===== config.mk =====
export PLATFORM = sky130hd
export DESIGN_NAME = efuse_seq_ctrl
export DESIGN_NICKNAME = d
export VERILOG_FILES = /design/src/rtl/efuse_seq_ctrl.sv
export SDC_FILE = /design/constraint.sdc
export NUM_CORES = 1
export LEC_CHECK = 0
export CAP_MARGIN = 30
export CORE_AREA = 2 2 215 217
export CTS_BUF_LIST = sky130_fd_sc_hd__clkbuf_2
export CTS_CLUSTER_DIAMETER = 60
export DETAILED_ROUTE_END_ITERATION = 6
export DIE_AREA = 0 0 217 219
export DONT_BUFFER_PORTS = 1
export HOLD_SLACK_MARGIN = 0.03
export SYNTH_ARGS = -nofsm -noshare
export SYNTH_HDL_FRONTEND = slang
export SYNTH_SLANG_ARGS = --single-unit
export TNS_END_PERCENT = 20

===== constraint.sdc =====
create_clock -name clk -period 2.9 [get_ports clk]
set_clock_uncertainty 0.2 [all_clocks]
set_input_delay 0.58 -clock clk [delete_from_list [all_inputs] [get_ports clk]]
set_output_delay 0.58 -clock clk [all_outputs]
set_load 0.1 [all_outputs]

===== src/rtl/efuse_seq_ctrl.sv =====
// eFuse sequencer: autoloads the fuse array into a shadow, then arbitrates manual
// read, password-gated write and full-array blank check with per-access timeout.
module efuse_seq_ctrl #(
  parameter int          EFUSE_BITS = 256,
  parameter int          NR         = 64,
  parameter int          NW         = 64,
  parameter logic [15:0] PASSWORD   = 16'hA5C3,
  parameter int          TO_CYC     = 1023,
  localparam int         RS         = $clog2(EFUSE_BITS / NR),
  localparam int         WS         = $clog2(EFUSE_BITS / NW)
) (
  input  logic                  clk,
  input  logic                  rst_n,
  input  logic                  pmu_efuse_start,
  input  logic [1:0]            rg_efuse_mode,
  input  logic                  rg_efuse_start,
  input  logic [RS-1:0]         rg_efuse_read_sel,
  input  logic [WS-1:0]         rg_efuse_write_sel,
  input  logic [15:0]           rg_efuse_password,
  input  logic [NW-1:0]         rg_efuse_wdata,
  output logic [NR-1:0]         rg_efuse_rdata,
  output logic                  rg_efuse_read_done,
  output logic                  rg_efuse_write_done,
  output logic                  rg_efuse_no_blank,
  output logic [2:0]            rg_efuse_err,
  input  logic                  rg_efuse_err_clr,
  output logic [EFUSE_BITS-1:0] efuse_shadow,
  output logic                  efuse_autoload_done,
  output logic                  efuse_autoload_vld,
  output logic                  efuse_busy,
  output logic                  read_start,
  output logic [RS-1:0]         read_sel,
  input  logic                  read_done,
  input  logic [NR-1:0]         read_data,
  output logic                  write_start,
  output logic [WS-1:0]         write_sel,
  output logic [NW-1:0]         write_data,
  input  logic                  write_done
);

  localparam int            TW      = (TO_CYC < 2) ? 1 : $clog2(TO_CYC + 1);
  localparam logic [RS-1:0] LAST_RD = RS'(EFUSE_BITS / NR - 1);
  localparam logic [TW-1:0] TO_LAST = TW'(TO_CYC - 1);

  typedef enum logic [2:0] {
    IDLE, AL_RD, AL_WAIT, RD_WAIT, WR_WAIT, BC_RD, BC_WAIT
  } state_t;

  state_t        state, state_d;
  logic          read_done_q, write_done_q;
  logic          rd_pos, wr_pos;
  logic [RS-1:0] cnt;
  logic          acc;
  logic [TW-1:0] to_cnt;
  logic          in_wait, to_hit;

  logic          rd_start_d, rd_sel_manual, wr_start_d;
  logic          cnt_clr, cnt_inc, acc_upd, shadow_we;
  logic          scan_fin, al_fin, rd_fin, wr_fin;
  logic          rd_done_clr, wr_done_clr, to_clr;
  logic [2:0]    err_set;

  assign rd_pos  = read_done & ~read_done_q;
  assign wr_pos  = write_done & ~write_done_q;
  assign in_wait = (state == AL_WAIT) || (state == BC_WAIT) ||
                   (state == RD_WAIT) || (state == WR_WAIT);
  assign to_hit  = in_wait && (to_cnt == TO_LAST);

  always_ff @(posedge clk or negedge rst_n) begin
    if (!rst_n) state <= IDLE;
    else        state <= state_d;
  end

  // NOTE: every signal written here gets a default first so no path leaves a
  // value unassigned, which would otherwise infer a latch.
  always_comb begin
    state_d       = state;
    rd_start_d    = 1'b0;
    rd_sel_manual = 1'b0;
    wr_start_d    = 1'b0;
    cnt_clr       = 1'b0;
    cnt_inc       = 1'b0;
    acc_upd       = 1'b0;
    shadow_we     = 1'b0;
    scan_fin      = 1'b0;
    al_fin        = 1'b0;
    rd_fin        = 1'b0;
    wr_fin        = 1'b0;
    rd_done_clr   = 1'b0;
    wr_done_clr   = 1'b0;
    to_clr        = 1'b0;
    err_set       = 3'b000;

    if (pmu_efuse_start) begin
      cnt_clr = 1'b1;
      state_d = AL_RD;
    end else begin
      case (state)
        IDLE: begin
          if (rg_efuse_start) begin
            if (!efuse_autoload_done) begin
              err_set[2] = 1'b1;
            end else begin
              case (rg_efuse_mode)
                2'd0: begin
                  rd_start_d    = 1'b1;
                  rd_sel_manual = 1'b1;
                  rd_done_clr   = 1'b1;
                  to_clr        = 1'b1;
                  state_d       = RD_WAIT;
                end
                2'd1: begin
                  if (rg_efuse_password == PASSWORD) begin
                    wr_start_d  = 1'b1;
                    wr_done_clr = 1'b1;
                    to_clr      = 1'b1;
                    state_d     = WR_WAIT;
                  end else begin
                    err_set[0] = 1'b1;
                  end
                end
                2'd2: begin
                  cnt_clr = 1'b1;
                  state_d = BC_RD;
                end
                default: ;
              endcase
            end
          end
        end
        AL_RD, BC_RD: begin
          rd_start_d = 1'b1;
          to_clr     = 1'b1;
          state_d    = (state == AL_RD) ? AL_WAIT : BC_WAIT;
        end
        AL_WAIT, BC_WAIT: begin
          if (rd_pos) begin
            acc_upd   = 1'b1;
            shadow_we = (state == AL_WAIT);
            if (cnt == LAST_RD) begin
              scan_fin = 1'b1;
              al_fin   = (state == AL_WAIT);
              state_d  = IDLE;
            end else begin
              cnt_inc = 1'b1;
              state_d = (state == AL_WAIT) ? AL_RD : BC_RD;
            end
          end else if (to_hit) begin
            err_set[1] = 1'b1;
            state_d    = IDLE;
          end
        end
        RD_WAIT: begin
          if (rd_pos) begin
            rd_fin  = 1'b1;
            state_d = IDLE;
          end else if (to_hit) begin
            err_set[1] = 1'b1;
            state_d    = IDLE;
          end
        end
        WR_WAIT: begin
          if (wr_pos) begin
            wr_fin  = 1'b1;
            state_d = IDLE;
          end else if (to_hit) begin
            err_set[1] = 1'b1;
            state_d    = IDLE;
          end
        end
        default: state_d = IDLE;
      endcase
    end
  end

  // NOTE: sequential state uses non-blocking assignments only, so every register
  // samples pre-edge values regardless of statement order.
  // NOTE: the shadow array is reset along with everything else because consumers
  // may read it before any autoload has run.
  always_ff @(posedge clk or negedge rst_n) begin
    if (!rst_n) begin
      read_done_q         <= 1'b0;
      write_done_q        <= 1'b0;
      cnt                 <= '0;
      acc                 <= 1'b0;
      to_cnt              <= '0;
      read_start          <= 1'b0;
      read_sel            <= '0;
      write_start         <= 1'b0;
      write_sel           <= '0;
      write_data          <= '0;
      rg_efuse_rdata      <= '0;
      rg_efuse_read_done  <= 1'b0;
      rg_efuse_write_done <= 1'b0;
      rg_efuse_no_blank   <= 1'b0;
      rg_efuse_err        <= 3'b000;
      efuse_shadow        <= '0;
      efuse_autoload_done <= 1'b0;
      efuse_autoload_vld  <= 1'b0;
      efuse_busy          <= 1'b0;
    end else begin
      read_done_q  <= read_done;
      write_done_q <= write_done;
      efuse_busy   <= (state != IDLE);

      if (cnt_clr)      cnt <= '0;
      else if (cnt_inc) cnt <= cnt + RS'(1);

      if (cnt_clr)      acc <= 1'b0;
      else if (acc_upd) acc <= acc | (read_data != '0);

      if (to_clr)       to_cnt <= '0;
      else if (in_wait) to_cnt <= to_cnt + TW'(1);

      read_start <= rd_start_d;
      if (rd_start_d) read_sel <= rd_sel_manual ? rg_efuse_read_sel : cnt;

      write_start <= wr_start_d;
      if (wr_start_d) begin
        write_sel  <= rg_efuse_write_sel;
        write_data <= rg_efuse_wdata;
      end

      if (shadow_we) efuse_shadow[cnt*NR +: NR] <= read_data;
      if (scan_fin)  rg_efuse_no_blank <= acc | (read_data != '0);

      efuse_autoload_vld <= al_fin;
      if (al_fin) efuse_autoload_done <= 1'b1;

      if (rd_fin) begin
        rg_efuse_rdata     <= read_data;
        rg_efuse_read_done <= 1'b1;
      end else if (rd_done_clr) begin
        rg_efuse_read_done <= 1'b0;
      end

      if (wr_fin)           rg_efuse_write_done <= 1'b1;
      else if (wr_done_clr) rg_efuse_write_done <= 1'b0;

      // A flag raised this cycle survives a simultaneous clear.
      rg_efuse_err <= (rg_efuse_err_clr ? 3'b000 : rg_efuse_err) | err_set;
    end
  end

endmodule

==> out/results.txt <==
commonest cells in the synthesized netlist: nand2_1, dfrtp_1, o21ai_0, mux2_2, clkbuf_1
vias post-DR: 13420
DP Cell Count: 2163
min-delay worst type: primary input to asynchronous set/reset pin
number of max-capacitance violations reported: 0
Leakage: 0.009623 µW
result of the run: complete, but fails checks
most repeated cell in the gate-level netlist after synthesis: nand2_1
met3 demand-to-capacity share in global routing: 6.930%
Comb power frac: 10.4%
most instantiated flip-flop cell in the synthesis netlist: dfrtp_1
area added between synthesis and finish: 32.13%
minimum setup slack after placement: 0.09915 ns
clock latency on the worst-skew pair: 1.03 ns
final total negative setup slack: 0 ns
number of pins with negative max-slew slack in the final report: 0
initial antenna violation count: 6
Yosys cell types: 52
global-route congestion overflow total: 0
most utilized layer in the global route result: met2
Post-Syn Area: 16760 µm²
async set or reset register ratio after synthesis: 100.0%
Fin Hold WS: -0.9717 ns
highest clock frequency the design can meet: 0.3464 GHz
sequential cell area: 10870 µm²
fraction of the yosys area taken by sequential cells: 62.24%
average footprint of a synthesized cell: 10.60 µm²
cells after synthesis: 1582
GR Layer Usage met2: 39.76%
via count of the first global-routing pass: 13880
final layout net count: 2125
post-synthesis register bit count: 417
minimum clock period after layout: 2.887 ns
initial standard-cell utilization of the core: 37.18%
largest cells by area after synthesis: dfrtp_1, nand2_1, o21ai_0
clock buffer count from CTS: 108
Longest Clk Path Bufs: 3
pin count of the biggest net entering global routing: 418
CTS clk-pin slew, worst paths: 0.10 ns
data arrival at the endpoint of the critical path: 3.61 ns
warning count from the yosys run: 0
final wirelength: 59.96 mm
measured slew at the worst slew-check pin: 0.8343 ns
top cell type's share of synthesized area: 62.24%
pwr/cell area: 890.2 nW/µm²
buffer cell driving the clock tree root: clkbuf_2
final-report setup violation count: 0
number of standard-cell rows in the floorplan: 78
Worst IR Drop VDD: 0.0008893 V
count of pins on the block boundary: 556
TritonRoute pass-1 iters: 7
Worst setup EP type: flip-flop
GRT Overall Usage: 24.31%
routability congestion estimate: 0.7959
Final Hold Violating Endpoints: 417
required time of the critical path: 3.62 ns
area of the die: 47520 µm²
Internal Dissipation: 9206 µW
failing checks: negative hold slack
power consumption: 19720 µW
area occupied by multi-input gates: 5964 µm²
classification of the worst setup path: primary input to flip-flop
first-iteration detailed-routing DRC count: 974
Die Span Y: 219 µm
Clock Sinks: 417
horizontal die dimension: 217 µm
number of enable-type register cells in the synthesized netlist: 0
first-pass GRT wire length: 87.00 mm
final non-filler cell total: 2632
proportion of layout cells with a drive suffix above 1: 37.29%
final routed wire length divided by cell count: 22.78 µm
via density per instance: 5.099
Mapped Nets: 1751
Clk network pwr share: 20.4%
highest net fanout along the worst path: 9
Antenna Nets Post-Route: 0
sw frac: 53.31%
leading area contributor after synthesis: dfrtp_1
Max H-tree Level: 3
headroom to the max-slew limit: 44.38%
CTS tree: yes
number of inserted filler cells in the final layout: 4029
worst setup margin: 0.01333 ns
quantity of I/O buffers inserted on ports: 0
DRC errors left: 0
critical path startpoint category: primary input
fraction of the cycle the final worst path needs: 99.54%
P_sw: 10510 µW
proportion of power drawn by flip-flops and latches: 69.1%
CORE AREA: 45090 µm²
global routing usage on met1: 29.86%
detailed placement HPWL: 36.33 mm
[final timing paths]
kind / slack, ns / end / start / depth (start not counted)
setup / recovery: 0.01 / write_data[43]$_DFFE_PN0P_ / rg_efuse_password[2] / 8
hold / removal: -0.97 / write_data[62]$_DFFE_PN0P_ / rst_n / 0
setup reg to reg: 0.02 / write_data[43]$_DFFE_PN0P_ / state[0]$_DFFE_PN0P_ / 7
hold reg to reg: 0.29 / efuse_shadow[207]$_DFFE_PN0P_ / efuse_shadow[207]$_DFFE_PN0P_ / 2
max in group asynchronous: 2.79 / efuse_shadow[59]$_DFFE_PN0P_ / rst_n / 0
min in group clk: 0.20 / efuse_shadow[242]$_DFFE_PN0P_ / read_data[50] / 3
[area by class of cell]
type	count	area share, %
antenna	2	0.02259
tap	600	3.389
clock buffer	154	3.479
inverter	9	0.1525
clock inverter	30	0.7908
sequential	417	49.09
multi-input combinational	1055	26.93
timing repair buffer	365	16.15
[registers in the layout, indices dropped and copies added (netlist names), 2 cells and up]
register	count
cnt	2
efuse_shadow	256
read_sel	2
rg_efuse_err	3
rg_efuse_rdata	64
state	3
to_cnt	10
write_data	64
write_sel	2
[critical path, cell delays in order]
cell	delay, ns
dlygate4sd3_1	0.54
or4b_1	0.58
or4_4	0.50
nor2_4	0.19
buf_6	0.16
clkbuf_16	0.18
mux2_4	0.30
dlygate4sd3_1	0.58
[what timing repair did]
| action | CTS | global route |
|---|---|---|
| hold buffers | 273 | 2 |
| gates resized for setup | 347 | 14 |
| endpoints found under the setup margin | 347 | 93 |
| cloned | 0 | 5 |
| buffers inserted | 0 | 7 |
| endpoints found under the hold margin | 833 | 418 |
| pin swaps | 0 | 2 |
[power groups by stage]
stage	Combinational, µW	Sequential, µW	Clock, µW
after floorplan	939	13700	0
after global placement	1610	13500	0
after detailed placement	1670	13500	0
after CTS	2030	13600	4150
after global routing	2240	13700	4480
final	2060	13600	4030
[through the flow]
step	hold slack (ns)	util, %	cell area (µm²)
detailed placement	0.09326	39.63	17870
floorplan	0.08441	-	16760
CTS	-1.182	48.75	21980
global placement	0.09144	39.63	17870
finish	-0.9717	49.13	22150
global route	-1.126	49.12	22150
[metal layers]
layer  up-vias  wire length, µm
li1       6097                -
met1      6600            24180
met2       580            29190
met3       140             4489
met4         4             2069
met5         -               27
[kinds of logic (layout without fill, tap and decap cells)]
kind of cell	Yosys count	count (layout)	share of synthesized area, %
flops	417	417	62.24
mux	131	131	9.441
xor+xnor	5	5	0.2613
fa+ha+maj	12	12	0.8956
other cells	0	2	0
simple gates	611	611	14.98
compound gates	296	296	9.314
buf+inv	110	558	2.866
[layout by cell type (no fill, tap or decap), types with 4 or more instances in the layout]
master         instances
nor3_1                 6
dlygate4sd3_1        271
a21oi_1                8
dfrtp_1               66
clkinv_1              22
clkbuf_2             154
nor4_1                16
nand3_1                4
or3_1                  7
dfrtp_2              351
nand2b_1               4
buf_6                  5
inv_1                  8
o21ai_0              263
ha_1                  12
nand3_4                5
mux2_2               101
nand4_1                7
nor2_1                14
nand2_1              523
buf_4                 79
clkinv_2               5
mux2_4                29
buf_12                 7
Power figures use the tool's default switching activity.
